--- config.mk ---
export PLATFORM = sky130hd
export DESIGN_NAME = wtfpga_top
export DESIGN_NICKNAME = d
export VERILOG_FILES = /design/src/rtl/wtfpga_pkg.sv /design/src/rtl/wtfpga_top_hex_to_seg7.sv /design/src/rtl/wtfpga_top.sv
export SDC_FILE = /design/constraint.sdc
export NUM_CORES = 1
export LEC_CHECK = 0
export BUFFER_PORTS_ARGS = -buffer_cell sky130_fd_sc_hd__buf_2
export CORE_ASPECT_RATIO = 1.75
export CORE_MARGIN = 2
export CORE_UTILIZATION = 50
export DETAILED_ROUTE_END_ITERATION = 8
export PLACE_DENSITY_LB_ADDON = 0.12
export SLEW_MARGIN = 20
export SYNTH_ARGS = -nofsm -noshare
export SYNTH_HDL_FRONTEND = slang
export SYNTH_SLANG_ARGS = --single-unit
--- constraint.sdc ---
create_clock -name clk_16mhz -period 3.35 [get_ports clk_16mhz]
set_clock_uncertainty 0.1 [all_clocks]
set_input_delay 0.67 -clock clk_16mhz [delete_from_list [all_inputs] [get_ports clk_16mhz]]
set_output_delay 0.67 -clock clk_16mhz [all_outputs]
set_load 0.05 [all_outputs]
--- src/rtl/wtfpga_pkg.sv ---
// Shared types, divider helpers and the seven-segment table
// for the WTFpga workshop board top.
package wtfpga_pkg;

    typedef logic [3:0] bcd_t;

    localparam int DEF_CLK_HZ   = 16000000;
    localparam int DEF_MUX_TC   = DEF_CLK_HZ / 1000;
    localparam int DEF_TICK_TC  = DEF_CLK_HZ / 1000;
    localparam int DEF_BLINK_TC = DEF_CLK_HZ / (2 * 2);

    function automatic int div_tc(input int clk_hz, input int hz);
        int tc;
        tc = clk_hz / hz;
        return (tc < 1) ? 1 : tc;
    endfunction

    // A terminal count of 1 still needs a 1-bit counter.
    function automatic int cnt_w(input int tc);
        return (tc <= 1) ? 1 : $clog2(tc);
    endfunction

    function automatic logic [6:0] seg7(input logic [3:0] n);
        logic [6:0] s;
        unique case (n)
            4'h0: s = 7'h3F;
            4'h1: s = 7'h06;
            4'h2: s = 7'h5B;
            4'h3: s = 7'h4F;
            4'h4: s = 7'h66;
            4'h5: s = 7'h6D;
            4'h6: s = 7'h7D;
            4'h7: s = 7'h07;
            4'h8: s = 7'h7F;
            4'h9: s = 7'h6F;
            4'hA: s = 7'h77;
            4'hB: s = 7'h7C;
            4'hC: s = 7'h39;
            4'hD: s = 7'h5E;
            4'hE: s = 7'h79;
            4'hF: s = 7'h71;
        endcase
        return s;
    endfunction

endpackage

--- src/rtl/wtfpga_top_hex_to_seg7.sv ---
// Combinational nibble to seven-segment decoder,
// segments g..a with bit0 = a, active-high.
module hex_to_seg7
    import wtfpga_pkg::*;
(
    input  logic [3:0] hex,
    output logic [6:0] seg
);

    always_comb begin
        seg = seg7(hex);
    end

endmodule

--- src/rtl/wtfpga_top.sv ---
// WTFpga board top: switch mirror, RGB gates, heartbeat and
// a two-digit muxed display in hex or BCD stopwatch mode.
module wtfpga_top
    import wtfpga_pkg::*;
#(
    parameter int CLK_FREQ_HZ = 16000000,
    parameter int MUX_HZ      = 1000,
    parameter int TICK_HZ     = 1000,
    parameter int BLINK_HZ    = 2
) (
    input  logic       clk_16mhz,
    input  logic       rst,
    input  logic [7:0] pmod_a,
    output logic [7:0] pmod_b,
    output logic [7:0] led,
    output logic       led_r,
    output logic       led_g,
    output logic       led_b,
    output logic       led_usr,
    output logic       led_act
);

    localparam int MUX_TC   = div_tc(CLK_FREQ_HZ, MUX_HZ);
    localparam int TICK_TC  = div_tc(CLK_FREQ_HZ, TICK_HZ);
    localparam int BLINK_TC = div_tc(CLK_FREQ_HZ, 2 * BLINK_HZ);
    localparam int MUX_W    = cnt_w(MUX_TC);
    localparam int TICK_W   = cnt_w(TICK_TC);
    localparam int BLINK_W  = cnt_w(BLINK_TC);

    logic [7:0] sync_q;
    logic [7:0] sw;

    always_ff @(posedge clk_16mhz or posedge rst) begin
        if (rst) begin
            sync_q <= '0;
            sw     <= '0;
        end else begin
            sync_q <= pmod_a;
            sw     <= sync_q;
        end
    end

    logic [TICK_W-1:0]  tick_cnt;
    logic [MUX_W-1:0]   mux_cnt;
    logic [BLINK_W-1:0] blink_cnt;
    logic               tick;
    logic               mux_hit;
    logic               blink_hit;
    logic               sel;

    assign tick      = (tick_cnt == TICK_W'(TICK_TC - 1));
    assign mux_hit   = (mux_cnt == MUX_W'(MUX_TC - 1));
    assign blink_hit = (blink_cnt == BLINK_W'(BLINK_TC - 1));

    always_ff @(posedge clk_16mhz or posedge rst) begin
        if (rst) begin
            tick_cnt  <= '0;
            mux_cnt   <= '0;
            blink_cnt <= '0;
            sel       <= 1'b0;
            led_usr   <= 1'b0;
        end else begin
            tick_cnt  <= tick ? '0 : tick_cnt + TICK_W'(1);
            mux_cnt   <= mux_hit ? '0 : mux_cnt + MUX_W'(1);
            blink_cnt <= blink_hit ? '0 : blink_cnt + BLINK_W'(1);
            if (mux_hit) sel <= ~sel;
            if (blink_hit) led_usr <= ~led_usr;
        end
    end

    bcd_t ones;
    bcd_t tens;

    // Clear wins over increment; count is frozen outside stopwatch mode.
    always_ff @(posedge clk_16mhz or posedge rst) begin
        if (rst) begin
            ones <= '0;
            tens <= '0;
        end else if (sw[4]) begin
            if (sw[6]) begin
                ones <= '0;
                tens <= '0;
            end else if (tick && !sw[5]) begin
                if (ones == 4'd9) begin
                    ones <= '0;
                    tens <= (tens == 4'd9) ? 4'd0 : tens + 4'd1;
                end else begin
                    ones <= ones + 4'd1;
                end
            end
        end
    end

    bcd_t       dig0;
    bcd_t       dig1;
    bcd_t       dig_sel;
    logic [6:0] seg;

    always_comb begin
        dig0 = sw[3:0];
        dig1 = sw[7:4];
        if (sw[4]) begin
            dig0 = ones;
            dig1 = tens;
        end
        dig_sel = sel ? dig1 : dig0;
    end

    hex_to_seg7 u_seg (
        .hex (dig_sel),
        .seg (seg)
    );

    always_ff @(posedge clk_16mhz or posedge rst) begin
        if (rst) pmod_b <= 8'h00;
        else     pmod_b <= {sel, seg};
    end

    assign led     = sw;
    assign led_r   = sw[0] & sw[1];
    assign led_g   = sw[0] | sw[1];
    assign led_b   = sw[0] ^ sw[1];
    assign led_act = sw[4];

endmodule

# --- Word level (Yosys, flattened, before mapping) ---
# Memory sizes are Yosys's and may differ from the RTL's. A register that Yosys moved wholly into a read port is not among the register bits.
# Cells that the tools add are included.
op_classes:
  add_sub_neg: 5
  eq_ne: 5
  muxes: 13
  bitwise_logic: 5
  n_reduce_logical: 6
op_table:
  columns: ["cell", "count"]
  rows:
  - ["4-bit two-way mux", 10]
  - ["14-bit by 1-bit adder with 14-bit output (second input constant)", 2]
  - ["14-bit equality test (second input constant)", 2]
  - ["14-bit two-way mux", 2]
  - ["22-bit by 1-bit adder with 22-bit output (second input constant)", 1]
  - ["22-bit equality test (second input constant)", 1]
  - ["22-bit two-way mux", 1]
  - ["4-bit by 1-bit adder with 4-bit output (second input constant)", 2]
  - ["4-bit equality test (second input constant)", 2]
  - ["2-bit nonzero test", 2]
  - ["3-bit AND reduction", 1]
  - ["1-bit inverter", 2]
  - ["2-bit AND reduction", 1]
  - ["1-bit AND", 1]
  - ["1-bit logical AND", 1]
  - ["1-bit logical NOT", 1]
  - ["1-bit bitwise OR", 1]
  - ["1-bit XOR", 1]
word_totals:
  regBits: 84
  romBits: 112
  input_bits: 10
  out_inout_bits: 21
  wordCells: 45
  n_memories: 1
mem_list:
  columns: ["name", "depth", "width", "read_ports", "rd_clocked_by_memory_dff", "write_ports", "line_no", "text"]
  rows:
  - ["(no name shown)", 16, 7, 1, 1, 0, "wtfpga_pkg.sv:25", "unique case (n)"]

# --- Longest topological paths before layout ---
# Gate-level depths: netlist of run 1.
logic_depth:
  ltp_word: 5
  depth_mapped: 9
  mapped_depth_nobuf: 8

# --- By module ---
# A second synthesis of run 1 with hierarchy kept.
unflattened:
  cells_unflattened: 360
  hier_area_um2: 4065.1
modules_own_cells:
  columns: ["module", "instances", "cells_each", "area_per_inst_um2", "seq_area_each_um2"]
  rows:
  - ["wtfpga_top", 1, 327, 3777.4, 2102.0]
  - ["hex_to_seg7", 1, 33, 287.8, 0.0]

# --- Worst setup path before layout of run 1 ---
# OpenSTA, ideal clock, no wires.
synth_timing:
  path_kind: "register to register"
  start: "register sw[4], in the netlist led[4]"
  end: "register pmod_b[3]"
  setup_time_ns: 0.064
  arrival_time_ns: 2.479
  t_required_ns: 3.186
  slack_ns: 0.706
  path_stages_with_launch: 9
  n_path_buf: 1
  synth_period_minus_slack_ns: 2.644
  cell_sequence: "dfrtp_1 > clkbuf_1 > mux2i_1 > nor2_1 > a31oi_1 > inv_1 > ha_1 > mux4_2 > inv_1"
synth_via:
  elab_chain_len: 2
  word_cells_on_any_way: 3
  cone_classes: "mux: 3"
synth_rtl:
  columns: ["item", "line_no", "text"]
  rows:
  - ["from (decl)", "wtfpga_top.sv:31", "logic [7:0] sw;"]
  - ["from (signal assigned)", "wtfpga_top.sv:39", "sw <= sync_q;"]
  - ["4-bit two-way mux", "wtfpga_top.sv:102", "if (sw[4]) begin"]
  - ["4-bit two-way mux (*)", "wtfpga_top.sv:106", "dig_sel = sel ? dig1 : dig0;"]
  - ["to (decl)", "wtfpga_top.sv:14", "output logic [7:0] pmod_b,"]
# Mark *: on every way between the ends. The rest lies on a longest branch, timed or not.
# A chain may end at the register's enable or synchronous reset.

# --- Final worst setup path of run 1 ---
# Ends and elaborated chain as after synthesis.

==> results.sh, run 1 <==
export IMPL_outcome="finished, final reports clean"
export IMPL_place_ws_ns=0.889
export IMPL_dr_pass1_iters=4
export IMPL_clk_path_buf_depth=2
export IMPL_grtUsageMet2_pct=32.6
export IMPL_die_h_um=122
export IMPL_syn_nets=385
export IMPL_synth_xor_area_share_pct=8.33
export IMPL_synthMuxAreaShare_pct=3.94
export IMPL_synthToLayoutAreaGrowth_pct=13.4
export IMPL_wl_um=7480
export IMPL_cts_buffers=9
export IMPL_fin_total_pwr_mw=2.28
export IMPL_yosysWarnings=0
export IMPL_rows=43
export IMPL_worst_pin_slew_ns=0.832
export IMPL_die_x_um=71.6
export IMPL_grt_usage_pct=18.9
export IMPL_syn_cell_area_mm2=0.00400
export IMPL_synth_avg_cell_area_um2=11.1
export IMPL_max_slew_margin_pct=44.6
export IMPL_tns_ns=0
export IMPL_placed_cells=467
export IMPL_antenna_found_initial=0
export IMPL_dr_total_vias=2702
export IMPL_synth_area_leader_cell="dfrtp_1"
export IMPL_cts_root_buf="clkbuf_16"
export IMPL_grt_overflow=0
export IMPL_tritoncts="built"
export IMPL_reg2reg_slack_ns=0.88
export IMPL_cts_hold_buf=0
export IMPL_cts_sinks=84
export IMPL_cp_required_ns=3.54
export IMPL_gp_congestion=0.935
export IMPL_synth_flop_cell="dfrtp_1"
export IMPL_io_pins=31
export IMPL_clk_pin_slew_ns=0.06
export IMPL_synth_compound_area_share_pct=6.70
export IMPL_yosys_top_cells_count="dfrtp_1, nor2_1, xor2_1"
export IMPL_final_area_mm2=0.00453
export IMPL_async_flop_share_pct=100
export IMPL_synth_top_family_by_area="simple AND/OR/NAND/NOR gates"
export IMPL_ant_nets=0
export IMPL_regArea_mm2=0.00210
export IMPL_cts_resized=0
export IMPL_powerDensity_mw_per_mm2=503
export IMPL_hold_slack_ns=0.251
export IMPL_placed_cell_area_mm2=0.00420
export IMPL_hpwl_um=5290
export IMPL_fin_nets=414
export IMPL_netlist_cell_type_count=48
export IMPL_use_met1_pct=21.4
export IMPL_vias_per_cell=5.59
export IMPL_synth_edf_count=0
export IMPL_ys_ff_latch=84
export IMPL_clk_latency_ns=0.35
export IMPL_synth_seq_area_share_pct=52.6
export IMPL_maxCapViolCount=0
export IMPL_hold_path_class="flip-flop to flip-flop"
export IMPL_diodes=0
export IMPL_final_cells=483
export IMPL_syn_inst=359
export IMPL_vdd_drop_max_mv=0.391
export IMPL_timing_final_ws_setup_ns=0.881
export IMPL_nFillCells=690
export IMPL_synth_most_common_cell="dfrtp_1"
export IMPL_worstSetupPathType="flip-flop to flip-flop"
export IMPL_final_core_util_pct=57.7
export IMPL_synth_fa_ha_area_share_pct=5.01
export IMPL_synth_top_area_share_pct=52.6
export IMPL_core_area_mm2=0.00786
export IMPL_ys_top_cells_by_area="dfrtp_1, xor2_1, ha_1"
export IMPL_wl_per_cell_um=15.5
export IMPL_path_max_fanout=17
export IMPL_fmax_ghz=0.405
export IMPL_multi_input_area_mm2=0.00174
export IMPL_cts_post_setup_buffers_inserted=0
export IMPL_yosys_area_share_simple_pct=19.5
export IMPL_grt_max_degree=50
export IMPL_drive_gt1_share_pct=14.2
export IMPL_rsz0062_at_grt="no"
export IMPL_period_needed_ns=2.47
export IMPL_drc=0
export IMPL_setup_violations=0
export IMPL_critPathLaunchType="flip-flop"
export IMPL_grt_pass1_wl_um=12700
export IMPL_fin_crit_sh_pct=73.7
export IMPL_io_buffers=30
export IMPL_worstPathArrival_ns=2.66
export IMPL_dr_first_iter_drc_count=154
export IMPL_cp_end_kind="flip-flop"
export IMPL_drv_slew=0
export IMPL_met3_usage_pct=2.96
export IMPL_grt_busiest_layer="met2"
export IMPL_p_leak_nw=2.11
export IMPL_grt_pass1_vias=2763
export IMPL_htreeDepth=3
export IMPL_start_util_pct=50.9
export IMPL_die_area_mm2=0.00875
export IMPL_final_hold_violation_count=0
critical path: stages (launching register included):
cell,delay (ns)
dfrtp_1,0.69
mux2i_1,0.24
nor2_1,0.05
a31oi_1,0.38
inv_1,0.15
ha_1,0.28
mux4_2,0.46
inv_1,0.06
path summary, 6_finish.rpt:
check | from | endpoint | cells after the start
worst min-delay path | sync_q[4] | led[4] | 0
min in group asynchronous | rst | blink_cnt[15] | 2
worst min register to register | sync_q[4] | led[4] | 0
worst max-delay path | led[4] | pmod_b[3] | 7
worst max register to register | led[4] | pmod_b[3] | 7
max in group asynchronous | rst | led[0] | 3
routing by layer:
metal,routed length [um],share of wire [%],vias up
met1,3140,42,1319
li1,-,-,1315
met5,0,0,-
met3,211,2.8,18
met4,256,3.4,0
met2,3880,52,50
flip-flops by register name (all words and copies together), names as in the netlist:
name and count:
sel 1, led 8, ones 4, tick_cnt 14
blink_cnt 22, sync_q 8, led_usr 1, mux_cnt 14
pmod_b 8, tens 4
logic make-up (layout without fill, tap and decap cells):
logic type | count (synthesis) | after routing
DFF | 84 | 84
muxes | 10 | 10
xor gates and xnor gates | 38 | 38
buffers and inverters | 34 | 68
AOI/OAI and AO/OA | 40 | 40
and+or+nand+nor | 137 | 137
adders and majority gates | 16 | 16
report_power, final:
part           leakage [nW]  internal [mW]  switching (mW)  total [mW]
Sequential             1.07           1.03          0.0117        1.04
Clock                 0.158          0.694           0.401        1.10
Combinational         0.887         0.0346           0.107       0.142
final cells by class:
type                            instances  share of cell area (%)
Tap cell                               90                    2.48
Inverter                               19                    1.60
Timing Repair Buffer                   33                    3.81
Multi-Input combinational cell        241                    38.3
Sequential cell                        84                    46.4
Clock inverter                          5                    1.85
Clock buffer                           11                    5.57
layout by cell type, fill, tap and decap left out, types with 3 or more instances in the layout:
| cell type | Yosys | routed |
|---|---|---|
| dfrtp_1 | 84 | 84 |
| nor2_1 | 33 | 33 |
| buf_2 | 5 | 30 |
| xor2_1 | 24 | 24 |
| nand2_1 | 20 | 20 |
| inv_1 | 19 | 18 |
| nand4_1 | 16 | 16 |
| ha_1 | 16 | 16 |
| nand3_1 | 14 | 14 |
| xnor2_1 | 14 | 14 |
| and4_1 | 10 | 10 |
| clkbuf_16 | 0 | 9 |
| nand2b_1 | 8 | 8 |
| a21oi_1 | 8 | 8 |
| nor2b_1 | 7 | 7 |
| o21ai_0 | 7 | 7 |
| mux2i_1 | 6 | 6 |
| a22oi_1 | 5 | 5 |
| and3_1 | 5 | 5 |
| or3_1 | 4 | 4 |
| nor3_1 | 4 | 4 |
| a31oi_1 | 3 | 3 |
| o21a_1 | 3 | 3 |
| o31ai_1 | 3 | 3 |
| or4_1 | 3 | 3 |
| buf_4 | 2 | 3 |
No activity file was read; power rests on OpenSTA's default activity.
==> inputs of run 2 (changes only) <==
- clock period: 3.35 -> 2.28 ns (I/O delays scaled with it)
==> run 2 against run 1 <==
Against the previous run:
- clock-buffer cell count grew 2
- die area did not move
- via count up 2.0%
- combinational power up 54%
- critical endpoint unchanged
- clock power grew 24%
- sequential power grew 47%
- core utilization grew 0.46 points
==> results.sh, run 2 (synthesis gave the netlist of run 1 again) <==
export IMPL_die_x_um=71.6
export IMPL_fin_total_pwr_mw=3.11
export IMPL_cp_startpoint="sel"
export IMPL_cts_sinks=84
export IMPL_largest_reg_flops=22
export IMPL_powerDensity_mw_per_mm2=680
export IMPL_dr_pass1_iters=4
export IMPL_io_pins=31
export IMPL_p_int_mw=2.39
export IMPL_die_area_mm2=0.00875
export IMPL_cts_post_setup_buffers_inserted=0
export IMPL_drive_gt1_share_pct=15.8
export IMPL_grt_pass1_wl_um=13400
export IMPL_final_common_cell="dfrtp_1"
export IMPL_drv_slew=0
export IMPL_dr_first_iter_drc_count=153
export IMPL_grt_pass1_vias=2825
export IMPL_final_cells=489
export IMPL_setup_worst_path_end="pmod_b[3]"
export IMPL_antenna_found_initial=0
export IMPL_cp_required_ns=2.46
export IMPL_placed_cells=475
export IMPL_clk_pin_slew_ns=0.06
export IMPL_max_slew_margin_pct=63.7
export IMPL_maxCapViolCount=0
export IMPL_hpwl_um=5510
export IMPL_worstSetupPathType="flip-flop to flip-flop"
export IMPL_met3_usage_pct=4.35
export IMPL_diodes=0
export IMPL_rows=43
export IMPL_p_sw_mw=0.722
export IMPL_multi_input_area_mm2=0.00174
export IMPL_tns_ns=0
export IMPL_p_seq_share_pct=49.2
export IMPL_path_max_fanout=5
export IMPL_p_leak_nw=2.14
export IMPL_hold_slack_ns=0.0631
export IMPL_clk_path_buf_depth=2
export IMPL_grt_overflow=0
export IMPL_hold_path_class="input port to async pin"
export IMPL_final_core_util_pct=58.2
export IMPL_tritoncts="built"
export IMPL_htreeDepth=3
export IMPL_period_needed_ns=2.13
export IMPL_crit_path_cell_trace="mux4_1 -> inv_1 -> ha_1 -> inv_1 -> mux4_2 -> inv_1"
export IMPL_clk_latency_ns=0.34
export IMPL_fmax_ghz=0.469
export IMPL_cts_buffers=9
export IMPL_layout_common_cells="dfrtp_1, nor2_1, buf_2"
export IMPL_reg2regPathDepth=6
export IMPL_vias_per_cell=5.63
export IMPL_drc=0
export IMPL_worst_path_stages=6
export IMPL_fin_crit_sh_pct=93.5
export IMPL_grtUsageMet2_pct=34.1
export IMPL_cpMaxStageDelayCell="mux4_1"
export IMPL_critPathLaunchType="flip-flop"
export IMPL_ant_nets=0
export IMPL_final_hold_violation_count=0
export IMPL_placed_cell_area_mm2=0.00429
export IMPL_gp_congestion=0.857
export IMPL_worstPathArrival_ns=2.31
export IMPL_dr_total_vias=2755
export IMPL_wl_um=7600
export IMPL_slowest_delay_ns=0.65
export IMPL_regMostFlops="blink_cnt"
export IMPL_cts_root_buf="clkbuf_16"
export IMPL_final_area_mm2=0.00457
export IMPL_nFillCells=640
export IMPL_cp_end_kind="flip-flop"
export IMPL_synthToLayoutAreaGrowth_pct=14.3
export IMPL_cts_resized=0
export IMPL_use_met1_pct=23.7
export IMPL_path_buf_inv=3
export IMPL_grt_max_degree=39
export IMPL_setup_violations=0
export IMPL_die_h_um=122
export IMPL_cts_hold_buf=0
export IMPL_r2r_end="pmod_b[3]"
export IMPL_crit_family="multiplexers"
export IMPL_wl_per_cell_um=15.5
export IMPL_outcome="finished, final reports clean"
export IMPL_reg2reg_slack_ns=0.15
export IMPL_io_buffers=30
export IMPL_pwr_share_clk_pct=43.8
export IMPL_timing_final_ws_setup_ns=0.149
export IMPL_grt_usage_pct=19.9
export IMPL_regArea_mm2=0.00210
export IMPL_place_ws_ns=0.165
export IMPL_fin_nets=422
export IMPL_p_comb_share_pct=7.1
export IMPL_r2r_start="sel"
export IMPL_start_util_pct=50.9
export IMPL_crit_top_cell="inv_1"
export IMPL_core_area_mm2=0.00786
export IMPL_worst_pin_slew_ns=0.543
export IMPL_sw_frac_of_total_pct=23.2
export IMPL_reg_top3="blink_cnt (22), mux_cnt (14), tick_cnt (14)"
export IMPL_rsz0062_at_grt="no"
export IMPL_grt_busiest_layer="met2"
export IMPL_vdd_drop_max_mv=0.509
run 2: cell count changes in the layout (fill, tap and decap cells not counted):
cell and change:
clkinv_4 -1, dfrtp_2 +1, clkbuf_1 +1, dfrtp_1 -1, clkbuf_8 +1, bufinv_16 -2
clkinv_2 -1, buf_4 +6, buf_12 +2, a31oi_2 +1, a31oi_1 -1
run 2: layer usage:
| layer | share of wire (%) | vias up |
|---|---|---|
| li1 | - | 1335 |
| met1 | 41 | 1357 |
| met2 | 54 | 55 |
| met3 | 3.8 | 8 |
| met4 | 1.5 | 0 |
| met5 | 0 | - |
run 2: worst reg2reg max path, stage by stage (launching register included):
cell	delay [ns]
dfrtp_1	0.45
mux4_1	0.65
inv_1	0.18
ha_1	0.15
inv_1	0.05
mux4_2	0.44
inv_1	0.06
run 2: worst min-delay path by stage:
stage / start / to / slack, ns / cells after the start
6_report: rst / blink_cnt[15] / 0.06 / 2
5_1_grt: rst / blink_cnt[15] / 0.10 / 2
4_1_cts: rst / blink_cnt[15] / 0.07 / 2
3_5_place_dp: sync_q[1] / led[1] / 0.24 / 0
3_3_place_gp: sync_q[1] / led[1] / 0.24 / 0
2_1_floorplan: sync_q[4] / led[4] / 0.23 / 0
run 2: power by group through the flow:
stage	Sequential (mW)	Combinational [mW]	Clock, mW
after floorplan	1.62	0.0976	0
after global placement	1.56	0.219	0
after detailed placement	1.56	0.223	0
after CTS	1.53	0.224	1.40
after global routing	1.53	0.238	1.47
final	1.53	0.219	1.36
run 2: final cells by class:
cell class                 count  area share (%)
clock buffer                  13            5.91
clock inverter                 1           0.164
inverter                      19            1.64
multi-input combinational    241            38.2
sequential                    84            46.0
tap                           90            2.46
timing repair buffer          41            5.64
==> inputs of run 3 (changes only) <==
- CELL_PAD_IN_SITES_DETAIL_PLACEMENT: not set -> 0
- CELL_PAD_IN_SITES_GLOBAL_PLACEMENT: not set -> 1
- CORE_UTILIZATION: 50 -> 48
==> run 3 against run 2 <==
Against the previous run:
- highest routed layer unchanged
- core utilization is 1.6 points lower
- flip-flop and latch count stayed put
- critical path type unchanged
- register-to-register slack hardly changed
==> results.sh, run 3 (synthesis gave the netlist of run 1 again) <==
export IMPL_hpwl_um=5530
export IMPL_r2r_start="sel"
export IMPL_cts_buffers=9
export IMPL_nFillCells=715
export IMPL_pwr_share_clk_pct=48.5
export IMPL_die_area_mm2=0.00910
export IMPL_tns_ns=0
export IMPL_maxCapViolCount=0
export IMPL_critPathLaunchType="flip-flop"
export IMPL_worst_pin_slew_ns=0.571
export IMPL_drc=0
export IMPL_r2r_end="pmod_b[3]"
export IMPL_sw_frac_of_total_pct=22.2
export IMPL_reg_top3="blink_cnt (22), mux_cnt (14), tick_cnt (14)"
export IMPL_worstPathArrival_ns=2.30
export IMPL_grt_pass1_wl_um=13400
export IMPL_core_area_mm2=0.00820
export IMPL_regMostFlops="blink_cnt"
export IMPL_hold_path_class="input port to async pin"
export IMPL_grt_overflow=0
export IMPL_slowest_delay_ns=0.65
export IMPL_tritoncts="built"
export IMPL_grt_max_degree=37
export IMPL_cp_required_ns=2.45
export IMPL_clk_pin_slew_ns=0.06
export IMPL_ant_nets=0
export IMPL_drive_gt1_share_pct=16.4
export IMPL_dr_pass1_iters=4
export IMPL_final_common_cell="dfrtp_1"
export IMPL_final_core_util_pct=56.6
export IMPL_fin_crit_sh_pct=93.3
export IMPL_p_sw_mw=0.754
export IMPL_powerDensity_mw_per_mm2=732
export IMPL_drv_slew=0
export IMPL_io_pins=31
export IMPL_cpMaxStageDelayCell="mux4_1"
export IMPL_clk_path_buf_depth=2
export IMPL_rsz0062_at_grt="no"
export IMPL_gp_congestion=0.864
export IMPL_io_buffers=30
export IMPL_layout_common_cells="dfrtp_1, nor2_1, buf_2"
export IMPL_diodes=0
export IMPL_cts_sinks=84
export IMPL_largest_reg_flops=22
export IMPL_cts_post_setup_buffers_inserted=0
export IMPL_path_buf_inv=3
export IMPL_reg2regPathDepth=6
export IMPL_max_slew_margin_pct=61.9
export IMPL_setup_violations=0
export IMPL_period_needed_ns=2.13
export IMPL_placed_cell_area_mm2=0.00430
export IMPL_fmax_ghz=0.470
export IMPL_fin_nets=423
export IMPL_crit_path_cell_trace="mux4_1 -> inv_1 -> ha_1 -> inv_1 -> mux4_2 -> inv_1"
export IMPL_cp_end_kind="flip-flop"
export IMPL_synthToLayoutAreaGrowth_pct=16.2
export IMPL_worstSetupPathType="flip-flop to flip-flop"
export IMPL_grt_usage_pct=19.1
export IMPL_dr_first_iter_drc_count=149
export IMPL_cts_root_buf="clkbuf_16"
export IMPL_antenna_found_initial=0
export IMPL_die_h_um=125
export IMPL_outcome="finished, final reports clean"
export IMPL_die_x_um=73.0
export IMPL_p_int_mw=2.65
export IMPL_path_max_fanout=5
export IMPL_p_seq_share_pct=45.0
export IMPL_vias_per_cell=5.53
export IMPL_p_leak_nw=2.17
export IMPL_clk_latency_ns=0.33
export IMPL_cts_resized=0
export IMPL_grt_pass1_vias=2796
export IMPL_reg2reg_slack_ns=0.15
export IMPL_vdd_drop_max_mv=0.449
export IMPL_wl_um=7720
export IMPL_cts_hold_buf=0
export IMPL_wl_per_cell_um=15.6
export IMPL_fin_total_pwr_mw=3.40
export IMPL_dr_total_vias=2734
export IMPL_htreeDepth=3
export IMPL_rows=44
export IMPL_crit_family="multiplexers"
export IMPL_final_hold_violation_count=0
export IMPL_p_comb_share_pct=6.5
export IMPL_start_util_pct=48.7
export IMPL_crit_top_cell="inv_1"
export IMPL_final_area_mm2=0.00464
[run 3: how the worst max path moves through the flow]
stage / cells after the start / end / slack (ns) / startpoint
6_report: 6 / pmod_b[3] / 0.15 / sel
5_1_grt: 6 / pmod_b[3] / 0.05 / sel
4_1_cts: 6 / pmod_b[3] / 0.15 / sel
3_5_place_dp: 6 / pmod_b[3] / 0.17 / sel
3_3_place_gp: 6 / pmod_b[3] / 0.21 / sel
2_1_floorplan: 8 / pmod_b[3] / 0.02 / led[4]
[run 3: power groups by stage]
| stage | clock, mW | combinational, mW | sequential, mW |
|---|---|---|---|
| 2_1_floorplan | 0 | 0.0976 | 1.62 |
| 3_3_place_gp | 0 | 0.225 | 1.56 |
| 3_5_place_dp | 0 | 0.225 | 1.56 |
| 4_1_cts | 1.70 | 0.226 | 1.53 |
| 5_1_grt | 1.75 | 0.243 | 1.53 |
| 6_report | 1.65 | 0.222 | 1.53 |
[run 3: final cells by class]
type,count,area [um2],area share [%]
flip-flops and latches,84,2100,45.3
clock buffers,10,229,4.93
inverters,19,75.1,1.62
well taps,92,115,2.48
multi-input cells,241,1740,37.6
clock inverters,6,113,2.42
repair buffers,42,265,5.71
[run 3: metal layers]
layer | up-vias | global-route usage (%) | share of wire [%]
met5 | - | 0 | 0
met4 | 0 | 9.91 | 2.9
met3 | 11 | 3.56 | 3.4
met2 | 63 | 30.8 | 52
met1 | 1328 | 23.8 | 42
li1 | 1332 | - | -
[run 3: per-stage QoR]
stage	hold WS, ns	setup slack (ns)	instances
floorplan	0.231	0.0163	359
global placement	0.235	0.215	478
detailed placement	0.235	0.168	478
CTS	0.0835	0.152	494
global route	0.116	0.0482	494
finish	0.0788	0.153	494
[run 3: worst reg2reg max path, stage by stage (launching register included)]
cell and delay [ns]:
dfrtp_1 0.44, mux4_1 0.65, inv_1 0.18, ha_1 0.15, inv_1 0.05, mux4_2 0.44
inv_1 0.06
